--- config.mk ---
export PLATFORM = sky130hd
export DESIGN_NAME = mem_bus_responder_flat
export DESIGN_NICKNAME = d
export VERILOG_FILES = /design/src/rtl/mem_bus_responder_if.sv /design/src/rtl/mem_bus_responder.sv /design/src/flat_wrapper.sv
export SDC_FILE = /design/constraint.sdc
export NUM_CORES = 2
export LEC_CHECK = 0
export CAP_MARGIN = 5
export CORE_ASPECT_RATIO = 1.5
export CORE_UTILIZATION = 40
export DETAILED_ROUTE_END_ITERATION = 8
export MAX_ROUTING_LAYER = met4
export PLACE_DENSITY = 0.52
export SYNTH_ARGS = -nofsm -noshare
export SYNTH_HDL_FRONTEND = slang
export SYNTH_SLANG_ARGS = --single-unit
--- constraint.sdc ---
create_clock -name CLK -period 4.6 [get_ports CLK]
set_clock_uncertainty 0.2 [all_clocks]
set_input_delay 0.69 -clock CLK [delete_from_list [all_inputs] [get_ports CLK]]
set_output_delay 0.69 -clock CLK [all_outputs]
set_load 0.02 [all_outputs]
--- src/rtl/mem_bus_responder_if.sv ---
// Memory bus bundle between the CPU controller (master) and the memory responder (slave).
interface mem_bus_responder_if;
    logic        MREQ_N;
    logic        R_W_N;
    logic        MIRQ_N;
    logic [15:0] ADDR;
    logic [15:0] WDATA;
    logic [15:0] m_bus;
    logic        MRDY;
    logic        MBUSY;
    logic        MERR;

    modport master (
        output MREQ_N, R_W_N, MIRQ_N, ADDR, WDATA,
        input  m_bus, MRDY, MBUSY, MERR
    );

    modport slave (
        input  MREQ_N, R_W_N, MIRQ_N, ADDR, WDATA,
        output m_bus, MRDY, MBUSY, MERR
    );
endinterface

--- src/rtl/mem_bus_responder.sv ---
// Word-addressed RAM responder with programmable wait states and a four-phase MREQ_N/MRDY handshake.
// Optional out-of-range bus error reporting is enabled by defining MEM_BUSERR_EN.
module mem_bus_responder #(
    parameter int AW       = 8,
    parameter int WAIT_CYC = 1
) (
    input  logic                 CLK,
    input  logic                 CLR,
    mem_bus_responder_if.slave   bus
);

    typedef enum logic [1:0] {S_IDLE, S_WAIT, S_ACCESS, S_RELEASE} state_e;

    state_e        state_q, state_d;
    logic [3:0]    cnt_q, cnt_d;
    logic [AW-1:0] addr_q, addr_d;
    logic [15:0]   wdata_q, wdata_d;
    logic [15:0]   m_bus_q, m_bus_d;
    logic          rd_q, rd_d;
    logic          oor_q, oor_d;
    logic          mrdy_q, mrdy_d;
    logic          mbusy_q, mbusy_d;
    logic          merr_q, merr_d;
    logic          we;
    logic          oor_in;

    logic [15:0]   mem [0:(1<<AW)-1];

`ifdef MEM_BUSERR_EN
    assign oor_in = (bus.ADDR >> AW) != 16'd0;
`else
    // Upper address bits alias onto the decoded range.
    logic unused_addr_hi;
    assign unused_addr_hi = ^bus.ADDR[15:AW];
    assign oor_in         = 1'b0;
`endif

    always_comb begin
        state_d = state_q;
        cnt_d   = cnt_q;
        addr_d  = addr_q;
        wdata_d = wdata_q;
        rd_d    = rd_q;
        oor_d   = oor_q;
        m_bus_d = m_bus_q;
        mrdy_d  = 1'b0;
        merr_d  = 1'b0;
        mbusy_d = mbusy_q;
        we      = 1'b0;
        case (state_q)
            S_IDLE: begin
                if (!bus.MREQ_N) begin
                    addr_d  = bus.ADDR[AW-1:0];
                    wdata_d = bus.WDATA;
                    rd_d    = bus.R_W_N | ~bus.MIRQ_N;
                    oor_d   = oor_in;
                    mbusy_d = 1'b1;
                    cnt_d   = 4'(WAIT_CYC);
                    state_d = (WAIT_CYC == 0) ? S_ACCESS : S_WAIT;
                end
            end
            S_WAIT: begin
                // A request withdrawn while waiting is dropped without touching RAM.
                if (bus.MREQ_N) begin
                    mbusy_d = 1'b0;
                    cnt_d   = 4'd0;
                    state_d = S_IDLE;
                end else begin
                    cnt_d = cnt_q - 4'd1;
                    if (cnt_q == 4'd1) state_d = S_ACCESS;
                end
            end
            S_ACCESS: begin
                mrdy_d  = 1'b1;
                merr_d  = oor_q;
                state_d = S_RELEASE;
                if (rd_q) m_bus_d = oor_q ? 16'h0000 : mem[addr_q];
                else      we      = ~oor_q;
            end
            S_RELEASE: begin
                if (bus.MREQ_N) begin
                    mbusy_d = 1'b0;
                    state_d = S_IDLE;
                end
            end
            default: state_d = S_IDLE;
        endcase
    end

    always_ff @(posedge CLK) begin
        if (CLR) begin
            state_q <= S_IDLE;
            cnt_q   <= 4'd0;
            m_bus_q <= 16'h0000;
            mrdy_q  <= 1'b0;
            mbusy_q <= 1'b0;
            merr_q  <= 1'b0;
        end else begin
            state_q <= state_d;
            cnt_q   <= cnt_d;
            m_bus_q <= m_bus_d;
            mrdy_q  <= mrdy_d;
            mbusy_q <= mbusy_d;
            merr_q  <= merr_d;
        end
    end

    // Latched request fields only matter once accepted, so they need no reset.
    always_ff @(posedge CLK) begin
        addr_q  <= addr_d;
        wdata_q <= wdata_d;
        rd_q    <= rd_d;
        oor_q   <= oor_d;
    end

    always_ff @(posedge CLK) begin
        if (we && !CLR) mem[addr_q] <= wdata_q;
    end

    assign bus.m_bus = m_bus_q;
    assign bus.MRDY  = mrdy_q;
    assign bus.MBUSY = mbusy_q;
    assign bus.MERR  = merr_q;

endmodule

--- src/flat_wrapper.sv ---
// flat-port wrapper written by rule: the top's interface ports become plain ports
module mem_bus_responder_flat 
#(
    parameter int AW       = 8,
    parameter int WAIT_CYC = 1
)
  (CLK, CLR, bus_MREQ_N, bus_R_W_N, bus_MIRQ_N, bus_ADDR, bus_WDATA, bus_m_bus, bus_MRDY, bus_MBUSY, bus_MERR);
  mem_bus_responder_if bus_i ();
  input  logic CLK;
  input  logic CLR;
  input wire logic [$bits(bus_i.MREQ_N)-1:0] bus_MREQ_N;
  input wire logic [$bits(bus_i.R_W_N)-1:0] bus_R_W_N;
  input wire logic [$bits(bus_i.MIRQ_N)-1:0] bus_MIRQ_N;
  input wire logic [$bits(bus_i.ADDR)-1:0] bus_ADDR;
  input wire logic [$bits(bus_i.WDATA)-1:0] bus_WDATA;
  output wire logic [$bits(bus_i.m_bus)-1:0] bus_m_bus;
  output wire logic [$bits(bus_i.MRDY)-1:0] bus_MRDY;
  output wire logic [$bits(bus_i.MBUSY)-1:0] bus_MBUSY;
  output wire logic [$bits(bus_i.MERR)-1:0] bus_MERR;
  assign bus_i.MREQ_N = bus_MREQ_N;
  assign bus_i.R_W_N = bus_R_W_N;
  assign bus_i.MIRQ_N = bus_MIRQ_N;
  assign bus_i.ADDR = bus_ADDR;
  assign bus_i.WDATA = bus_WDATA;
  assign bus_m_bus = bus_i.m_bus;
  assign bus_MRDY = bus_i.MRDY;
  assign bus_MBUSY = bus_i.MBUSY;
  assign bus_MERR = bus_i.MERR;
  mem_bus_responder #(.AW(AW), .WAIT_CYC(WAIT_CYC)) u_core (.CLK(CLK), .CLR(CLR), .bus(bus_i));
endmodule
==> metrics.md <==
| Metric | Value |
|---|---|
| GRT Max-Usage Layer | `met2` |
| Count leader, synth | `edfxtp_1` |
| M2 GR Usage | `42.0%` |
| Synth Area in Compound Gates | `2.42%` |
| Nature of the critical path startpoint | `register` |
| Xor/xnor share of the synthesized area | `0%` |
| Largest family of logic cells by synthesized area | `multiplexers` |
| Critical path type | `register to register` |
| CTS tree | `yes` |
| Tightest Hold Check Type | `input pin to register` |
| Yosys reg bits | `4145` |
| Total GRT Usage | `24.5%` |
| Worst setup EP type | `register` |
| Final Net Count | `8027` |
| IO Pins | `56` |
| Post-synth ARST share | `0%` |
| Reg area | `124000 um2` |
| P_sw | `17.5 mW` |
| Reg2reg path depth | `10` |
| Least-Margin Pin Slew | `1.39 ns` |
| Starting DRT DRC Count | `8402` |
| M3 GR Usage | `3.12%` |
| WHS | `0.0926 ns` |
| Latest clock arrival within the worst-skew pair | `0.94 ns` |
| Worst-path cell chain | `buf_12 -> buf_12 -> mux4_2 -> o21ai_0 -> o22ai_1 -> nor4_1 -> buf_4 -> a311oi_1 -> buf_4 -> a21o_1` |
| Place WS | `-0.0553 ns` |
| Multi-input gate area | `33200 um2` |
| Sequential share of the synthesized area | `77.8%` |
| CTS Sinks | `4145` |
| Area grow syn2layout | `15.0%` |
| Vias/cell | `5.80` |
| Status | `finished clean` |
| Drt first pass iters | `6` |
| Top Family by Delay on Critical Path | `compound AO/OA/AOI/OAI gates` |
| Worst Path Required | `5.23 ns` |
| Combinational share of power | `6.0%` |
| Largest area contributor in the netlist | `edfxtp_1` |
| Clk pwr share | `41.3%` |
| Core Util, Final | `46.3%` |
| Pint | `61.6 mW` |
| Routed vias | `78900` |
| Post-Synthesis Cell Area | `160000 um2` |
| Ratio of cells with drive above 1 in the final layout | `29.2%` |
| Mapped Cells | `7285` |
| R2R setup slack | `0.13 ns` |
| Static leakage | `57.6 nW` |
| DPL Wire Length | `305000 um` |
| Hold Crit Depth | `1` |
| First-pass GRT wire length | `664000 um` |
| Max FO, Critical Path | `48` |
| Vias in the first global route | `81500` |
| Crit. path cell count | `10` |
| Initial antenna violation count | `20` |
| Core area | `397000 um2` |
| Dpl cells | `12900` |
| # rows | `283` |
| Unrepaired setup endpoints after global routing | `no` |
| Power share of the sequential group | `52.7%` |
| Horiz. Die Dim | `518 um` |
| H-tree levels | `5` |
| Final hold viol count | `0` |
| Fill cell count | `33200` |
| Remaining DRCs | `0` |
| Cell variety after synth | `81` |
| Synth Area per Inst | `21.9 um2` |
| Global Route met1 Usage | `28.6%` |
| Initial cell density of the core | `40.3%` |
| Grt ovf | `0` |
| CP max-delay cell | `o21ai_0` |
| Maximum VDD drop | `0.337 mV` |
| Adder-cell area share of the yosys netlist | `0.0157%` |
| Max cap viols | `0` |
| PwrDens | `431 nW/um2` |
| Dominant cells by area after synthesis | `edfxtp_1 78%, mux4_2 14%, mux2i_1 1.7%` |
| Final Cycle Share | `97.2%` |
| Worst flop-to-flop path endpoint | `u_core.bus.m_bus[4]` |
| Die area | `402000 um2` |
| TritonCTS buffer count | `388` |
| WP data arrival | `5.10 ns` |
| CP max stage delay | `0.87 ns` |
| Non-Filler Instances | `13600` |
| Wirelength per Cell | `35.4 um` |
| Setup Buffers After CTS | `0` |
| Post-synth top area share | `77.5%` |
| Die Span Y | `776 um` |
| Largest net degree at the start of global routing | `168` |
| Fin crit period | `4.47 ns` |
| Worst setup path start | `u_core.addr_q[0]` |
| Syn Nets | `7324` |
| Post-synth top cells | `4121 x edfxtp_1, 982 x mux4_2, 386 x nor2_1` |
| Synth Area in Simple Gates | `2.35%` |
| Worst rel slew slack | `7.58%` |
| DRT Wirelength | `482000 um` |
| CTS root buf | `clkbuf_16` |
| CP Buf/Inv Count | `4` |
| Crit path capture | `u_core.bus.m_bus[4]` |
| Setup WS post-layout | `0.130 ns` |
| Antenna-violating nets left | `0` |
| Max-slew violations | `0` |
| IO Port Bufs | `46` |
| RD Place Congestion | `0.896` |
| Warnings from Yosys | `0` |
| RR Startpoint | `u_core.addr_q[0]` |
| Clk pin slew, worst setup/hold paths | `0.07 ns` |
| Switching fraction of total power | `22.1%` |
| Fmax | `224 MHz` |
| Mux contribution to synthesized area | `15.8%` |
| Final Power | `79.1 mW` |
| Ys flop type | `edfxtp_1` |
| Endpoints failing setup | `0` |
| Post-synth EDFFs | `4121` |
| Clock buffer depth | `4` |
==> worst min path at each step <==
stage                                 from                 end  slack, ns
final                         bus_WDATA[3]   u_core.wdata_q[3]       0.09
after global routing         bus_WDATA[10]  u_core.wdata_q[10]       0.07
after CTS                     bus_WDATA[3]   u_core.wdata_q[3]       0.01
after detailed placement  u_core.bus.MBUSY    u_core.bus.MBUSY       0.31
after global placement    u_core.bus.MBUSY    u_core.bus.MBUSY       0.29
after floorplan                   register     u_core.bus.MRDY       0.23
==> metrics by stage <==
step | cell area, um2 | TNS (ns)
after detailed placement | 171000 | -0.0553
final | 184000 | 0
after global placement | 171000 | -0.0344
after floorplan | 160000 | 0
after CTS | 184000 | 0
after global routing | 184000 | 0
==> per-layer routing <==
| metal | vias up | wire length (um) |
|---|---|---|
| met4 | 0 | 26100 |
| met2 | 2883 | 251000 |
| li1 | 32100 | - |
| met5 | - | 0 |
| met3 | 728 | 26300 |
| met1 | 43200 | 178000 |
==> kinds of logic (layout without fill, tap and decap cells) <==
group,Yosys count,after routing
fa+ha+maj,2,2
other cells,1,12
mux,1283,1283
buf+inv,436,1459
simple gates,882,882
flops,4145,4145
compound gates,536,536
==> power by group through the flow <==
stage	registers [mW]	clock network (mW)	logic, mW
6_report	41.7	32.7	4.73
5_1_grt	41.7	34.5	4.90
4_1_cts	41.7	33.2	4.79
3_5_place_dp	42.5	0	4.79
3_3_place_gp	42.5	0	4.72
2_1_floorplan	43.0	0	2.26
==> worst reg2reg max path, delay by kind of cell (launching register included) <==
kind | cells | cell delay (ns)
compound gates | 4 | 1.32
simple gates | 1 | 0.56
flops | 1 | 0.48
mux | 1 | 0.70
buf+inv | 4 | 1.12
==> layout make-up <==
| type | instances | share of cell area [%] |
|---|---|---|
| Tap cell | 5272 | 3.59 |
| Clock inverter | 242 | 1.33 |
| Sequential cell | 4145 | 67.6 |
| Clock buffer | 468 | 5.58 |
| Antenna cell | 11 | 0.0150 |
| Multi-Input combinational cell | 2704 | 18.1 |
| Timing Repair Buffer | 742 | 3.73 |
| Inverter | 7 | 0.0225 |
==> registers in the layout (all words and copies together), names as in the netlist, named ones only <==
signal	count
u_core.rd_q	1
u_core.bus.m_bus	16
u_core.bus.MRDY	1
u_core.state_q	1
u_core.wdata_q	16
u_core.mem	4096
u_core.addr_q	8
u_core.bus.MBUSY	1
u_core.cnt_q	4
==> cell usage in the layout, fill, tap and decap left out, types with 51 or more instances in the layout <==
master and instances:
edfxtp_1 4121, mux4_2 982, buf_4 602, clkbuf_16 398, nand2_1 290, mux2i_1 266, nor2_1 260, nor2_2 125
buf_12 93, clkinv_1 91, a22oi_1 82, clkinv_2 72, clkbuf_1 68, o22ai_1 66, a32oi_1 65, a21oi_1 63
nand3_1 51
==> timing repair <==
action                                  4_1_cts  5_1_grt
resized for setup                             1        0
hold buffers                                  0        0
endpoints found under the setup margin        1        0
Note: power is estimated with default switching activity, not from simulation.
